## config.mk

```make
export PLATFORM = sky130hd
export DESIGN_NAME = ram_fifo_ctrl
export DESIGN_NICKNAME = d
export VERILOG_FILES = /design/src/rtl/ram_fifo_pkg.sv /design/src/rtl/ram_fifo_arb.sv /design/src/rtl/ram_fifo_ctrl.sv
export SDC_FILE = /design/constraint.sdc
export NUM_CORES = 1
export LEC_CHECK = 0
export ABC_AREA = 1
export BUFFER_PORTS_ARGS = -buffer_cell sky130_fd_sc_hd__buf_2
export CAP_MARGIN = 10
export CORE_MARGIN = 8
export CORE_UTILIZATION = 52
export CTS_CLUSTER_DIAMETER = 150
export DETAILED_ROUTE_END_ITERATION = 10
export PLACE_DENSITY = 0.8
export SYNTH_ARGS = -nofsm -noshare
export SYNTH_HDL_FRONTEND = slang
export SYNTH_SLANG_ARGS = --single-unit
```

## constraint.sdc

```tcl
create_clock -name clk -period 3 [get_ports clk]
set_input_delay 0 -clock clk [delete_from_list [all_inputs] [get_ports clk]]
set_output_delay 0 -clock clk [all_outputs]
set_load 0.05 [all_outputs]
```

## src/rtl/ram_fifo_pkg.sv

```systemverilog
// Shared types and default sizing for the RAM-backed FIFO controller.
package ram_fifo_pkg;

    localparam int unsigned DEPTH      = 8;
    localparam int unsigned DEF_DATA_W = 8;
    localparam int unsigned DEF_ADDR_W = $clog2(DEPTH);

    typedef enum logic [1:0] {
        GNT_NONE,
        GNT_WR,
        GNT_RD
    } grant_t;

endpackage

```

## src/rtl/ram_fifo_arb.sv

```systemverilog
// Two-way round-robin arbiter between FIFO push and pop onto the single RAM port.
module ram_fifo_arb
    import ram_fifo_pkg::*;
(
    input  logic   clk,
    input  logic   rst_n,
    input  logic   wr_elig,
    input  logic   rd_elig,
    output grant_t grant
);

    grant_t last_q, last_d;

    always_comb begin
        grant = GNT_NONE;
        if (wr_elig && rd_elig) begin
            grant = (last_q == GNT_WR) ? GNT_RD : GNT_WR;
        end else if (wr_elig) begin
            grant = GNT_WR;
        end else if (rd_elig) begin
            grant = GNT_RD;
        end
    end

    always_comb begin
        last_d = last_q;
        if (grant != GNT_NONE) begin
            last_d = grant;
        end
    end

    // Resetting to RD hands the first contested cycle to the writer.
    always_ff @(posedge clk or negedge rst_n) begin
        if (!rst_n) begin
            last_q <= GNT_RD;
        end else begin
            last_q <= last_d;
        end
    end

endmodule

```

## src/rtl/ram_fifo_ctrl.sv

```systemverilog
// FIFO controller in front of a single-port RAM: pointers, occupancy, RAM access regs.
// Optional RAM_FIFO_CTRL_LEVEL_EN adds level and almost_full outputs.
module ram_fifo_ctrl
    import ram_fifo_pkg::*;
#(
    parameter int unsigned DATA_W = DEF_DATA_W,
    parameter int unsigned ADDR_W = DEF_ADDR_W
) (
    input  logic              clk,
    input  logic              rst_n,
    input  logic              push_valid,
    input  logic [DATA_W-1:0] push_data,
    output logic              push_ready,
    input  logic              pop_req,
    output logic              pop_ready,
    output logic [DATA_W-1:0] pop_data,
    output logic              pop_data_valid,
    output logic              full,
    output logic              empty,
    output logic              ram_we,
    output logic              ram_re,
    output logic [ADDR_W-1:0] ram_addr,
    output logic [DATA_W-1:0] ram_wdata,
    input  logic [DATA_W-1:0] ram_rdata
`ifdef RAM_FIFO_CTRL_LEVEL_EN
    ,
    output logic [ADDR_W:0]   level,
    output logic              almost_full
`endif
);

    localparam logic [ADDR_W:0] FULL_CNT = {1'b1, {ADDR_W{1'b0}}};

    logic [ADDR_W-1:0] wr_ptr_q, wr_ptr_d, rd_ptr_q, rd_ptr_d;
    logic [ADDR_W:0]   count_q, count_d;
    logic              we_d, re_d, valid_q;
    logic [ADDR_W-1:0] addr_d;
    logic [DATA_W-1:0] wdata_d;
    logic              push_elig, pop_elig;
    grant_t            grant;

    assign full  = (count_q == FULL_CNT);
    assign empty = (count_q == '0);

    // Gating with rst_n keeps both handshakes closed while reset is held.
    assign push_elig = rst_n && push_valid && !full;
    assign pop_elig  = rst_n && pop_req && !empty;

    ram_fifo_arb u_arb (
        .clk     (clk),
        .rst_n   (rst_n),
        .wr_elig (push_elig),
        .rd_elig (pop_elig),
        .grant   (grant)
    );

    assign push_ready     = (grant == GNT_WR);
    assign pop_ready      = (grant == GNT_RD);
    assign pop_data       = ram_rdata;
    assign pop_data_valid = valid_q;

    always_comb begin
        wr_ptr_d = wr_ptr_q;
        rd_ptr_d = rd_ptr_q;
        count_d  = count_q;
        addr_d   = ram_addr;
        wdata_d  = ram_wdata;
        we_d     = 1'b0;
        re_d     = 1'b0;
        case (grant)
            GNT_WR: begin
                we_d     = 1'b1;
                addr_d   = wr_ptr_q;
                wdata_d  = push_data;
                wr_ptr_d = wr_ptr_q + 1'b1;
                count_d  = count_q + 1'b1;
            end
            GNT_RD: begin
                re_d     = 1'b1;
                addr_d   = rd_ptr_q;
                rd_ptr_d = rd_ptr_q + 1'b1;
                count_d  = count_q - 1'b1;
            end
            default: ;
        endcase
    end

    // ram_re is the first stage of the read-valid pipe; valid_q lines up with RAM data_out.
    always_ff @(posedge clk or negedge rst_n) begin
        if (!rst_n) begin
            wr_ptr_q  <= '0;
            rd_ptr_q  <= '0;
            count_q   <= '0;
            ram_we    <= 1'b0;
            ram_re    <= 1'b0;
            ram_addr  <= '0;
            ram_wdata <= '0;
            valid_q   <= 1'b0;
        end else begin
            wr_ptr_q  <= wr_ptr_d;
            rd_ptr_q  <= rd_ptr_d;
            count_q   <= count_d;
            ram_we    <= we_d;
            ram_re    <= re_d;
            ram_addr  <= addr_d;
            ram_wdata <= wdata_d;
            valid_q   <= ram_re;
        end
    end

`ifdef RAM_FIFO_CTRL_LEVEL_EN
    assign level       = count_q;
    assign almost_full = (count_q >= FULL_CNT - 1'b1);
`endif

endmodule

```

==> impl_results.md <==
* Post-synth EDFFs at 0
* Synth Flop Type: dfrtp_1
* Outcome: finished clean
* GR Overflow Total at 0
* Pwr dens at slightly above 1000 nW/um2
* Via density at between 4 and 5
* Commonest cells post-synth: nand2_1, dfrtp_1, inv_1, buf_4, nand3_1
* Hold Path Class: input port to output pin
* DR pass1 iterations at 4
* Fmax at between 0.4 and 0.5 GHz
* Final WL at about 2600 um
* CP dominant cell by count: nand2_1
* Root Buffer: clkbuf_4
* Reg-to-reg startpoint: count_q[1]
* Slowest library cell on the worst path: dlygate4sd3_1
* Hold EP: pop_data[1]
* Die width at roughly 65 um
* Clock insertion delay at the later pin of the skew report at approximately 0.32 ns
* Vias in the first global route at 1059
* Worst Path Required at 3.23 ns
* Top delay family on crit path: buffers and inverters
* First-pass GRT wire length at between 4000 and 5000 um
* Hold_sp: ram_rdata[1]
* Worst vdd ir at 616 uV
* Die Y at ~65 um
* Finished Layout Cells at around 200
* Average size of a mapped cell at a little under 9 um2
* Total chip power at approximately 1.5 mW
* Fin crit share at 0.679
* Dpl hpwl at just under 2000 um
* Leak at ~0.86 nW
* Sequential power share at 0.396
* Num CTS Buffers at 3
* Reg2reg path depth at 14
* Cell with the most instances after synthesis: nand2_1
* Register area share after synthesis at 0.518
* Area leader, netlist: dfrtp_1
* Share of cells above drive strength 1 at 0.256
* Final Hold Fails at 0
* Largest cells by area after synthesis: dfrtp_1, nand2_1, buf_4
* Critical Path Fanout Max at 15
* Die area at 4250 um2
* Clock power share at 0.114
* Core area at 2390 um2
* Synthesis-to-finish area growth at 19.2%
* DRT iter0 DRCs at 24
* Max-Cap Viols at 0
* Post_cts resized at 0
* Crit Path Class: input port to flop
* Async SR Flop Fraction at 1.00
* Final count of pins violating max slew at 0
* Flop2flop setup slack at around 0.97 ns
* Critical path's largest stage delay at approximately 0.52 ns
* Top cell type's share of synthesized area at 0.497
* Net Sw Frac at 0.480
* H-tree depth at 1
* CP arrival at around 2.3 ns
* All-Layer GR Usage at 0.135
* Ant diodes at 0
* Synthesis Warnings at 0
* Synthesis-stage register bit count at 26
* Placement Setup Slack at ~0.96 ns
* Clk buf depth at 2
* Buf+Inv Stages, Crit Path at 4
* Pint at slightly below 0.8 mW
* Number of fill cells in the layout at 199
* Final GP Congestion at 0.857
* RSZ-0062 raised after global routing: no
* Max-slew headroom at 0.795
* Port bufs at 29
* Area post-placement at between 1000 and 1500 um2
* DR DRC count at 0
* Largest net degree at the start of global routing at 16
* Hold path depth at 0
* Fin crit period at between 2 and 2.5 ns
* Clock skew at 0.0109 ns
* Antenna Nets Post-Route at 0
* Final-stage net count at approximately 200
* Post-Syn Area at around 1300 um2
* CTS tree: done
* Clock-pin slew on the worst setup and hold paths at between 0.1 and 0.15 ns
* Antenna violations before repair at 0
* NetSw at roughly 0.73 mW
* Post-Syn Instances at 142
* Via count at approximately 980
* Type of origin of the critical path: input port
* Worst-margin pin slew at 0.308 ns
* Crit path capture type: flop
* Comb pwr share at 0.490
* Finish-stage setup viols at 0
* Worst setup margin at 0.963 ns
* Post-DR wirelength/cell at roughly 13 um
* Reg-to-Reg End: count_q[3]
* Final TNS setup at 0 ns
* Top Ports at between 40 and 50
* Dpl cells at around 190
* Post-synthesis net count at ~170
* Synth unique cells at 19
* TritonCTS Sinks at 26
* Critical path cell sequence: dlygate4sd3_1 > buf_2 > nand2_1 > inv_1 > nand3_2 > nand2_4 > inv_2 > ha_1 > nand2_1 > nand2_1 > nor2_1 > nand3b_1 > nand2_1 > nand2_1 > nand2_1
* # rows at 18
* Post-Layout Inst Area at 1500 um2
* Initial Utilization at 0.527
-- worst register-to-register path, delay by kind of cell (launching register included) --
family / cells / cell delay, ns
adder cells (fa/ha/maj): 1 / 0.34
buffers and inverters: 2 / 0.16
flip-flops: 1 / 0.43
AND/OR/NAND/NOR: 11 / 1.03
-- layout by cell type, fill, tap and decap left out, drive strengths merged --
cell	instances
nand3	9
dfrtp	25
nor2	6
nand2	58
inv	16
clkbuf	4
dlygate4sd3	9
fa	1
buf	30
ha	4
o21ai	6
nand3b	1
dfstp	1
xor2	2
xnor2	4
-- power by group through the flow --
stage | registers (mW) | logic [mW] | clock network (mW)
global route | 0.620 | 0.824 | 0.190
CTS | 0.599 | 0.751 | 0.179
global placement | 0.599 | 0.724 | 0
finish | 0.601 | 0.743 | 0.173
floorplan | 0.800 | 0.396 | 0
detailed placement | 0.602 | 0.743 | 0
-- sequential cells by signal, indices dropped and copies added, names as in the netlist --
name,count
ram_re,1
rd_ptr_q,3
ram_wdata,8
ram_we,1
pop_data_valid,1
wr_ptr_q,3
ram_addr,3
count_q,4
u_arb.last_q,2
-- area by class of cell --
cell class | count | area, um2 | share of cell area
clock buffer | 4 | 36.3 | 0.0242
tap | 30 | 37.5 | 0.0250
inverter | 16 | 60.1 | 0.0400
timing repair buffer | 39 | 243 | 0.162
multi-input combinational | 91 | 472 | 0.314
sequential | 26 | 652 | 0.435
-- cells by family (layout without fill, tap and decap cells) --
| group | after synthesis | count (layout) | share of synthesized area |
|---|---|---|---|
| and+or+nand+nor | 74 | 74 | 0.251 |
| DFF | 26 | 26 | 0.518 |
| buffers and inverters | 25 | 59 | 0.107 |
| AOI/OAI and AO/OA | 6 | 6 | 0.0268 |
| xor gates and xnor gates | 6 | 6 | 0.0417 |
| adders and majority gates | 5 | 5 | 0.0557 |
-- stage by stage --
stage	hold slack, ns	utilization
after floorplan	-0.296	-
after global placement	-0.100	0.575
after detailed placement	-0.0885	0.575
after CTS	0.000341	0.628
after global routing	0.000319	0.628
final	0.000109	0.628
-- routing by layer --
metal	GRT usage	vias to the layer above	wire, um
met1	0.160	457	1150
met3	0.0493	0	232
met4	0.0490	0	0
met2	0.220	28	1240
met5	0	-	0
li1	-	490	-
-- worst max path at each step --
stage,to,from,depth (start not counted)
after floorplan,count_q[3],count_q[1],13
after global placement,count_q[3],count_q[1],14
after detailed placement,count_q[3],count_q[1],14
after CTS,count_q[3],rst_n,15
after global routing,count_q[3],rst_n,15
final,count_q[3],rst_n,15
-- what timing repair did --
action | in CTS | in global routing
endpoints found under the hold margin | 33 | 0
hold buffers | 9 | 0
endpoints found under the setup margin | 0 | 0
setup buffers | 0 | 0
Power figures use the tool's default switching activity.
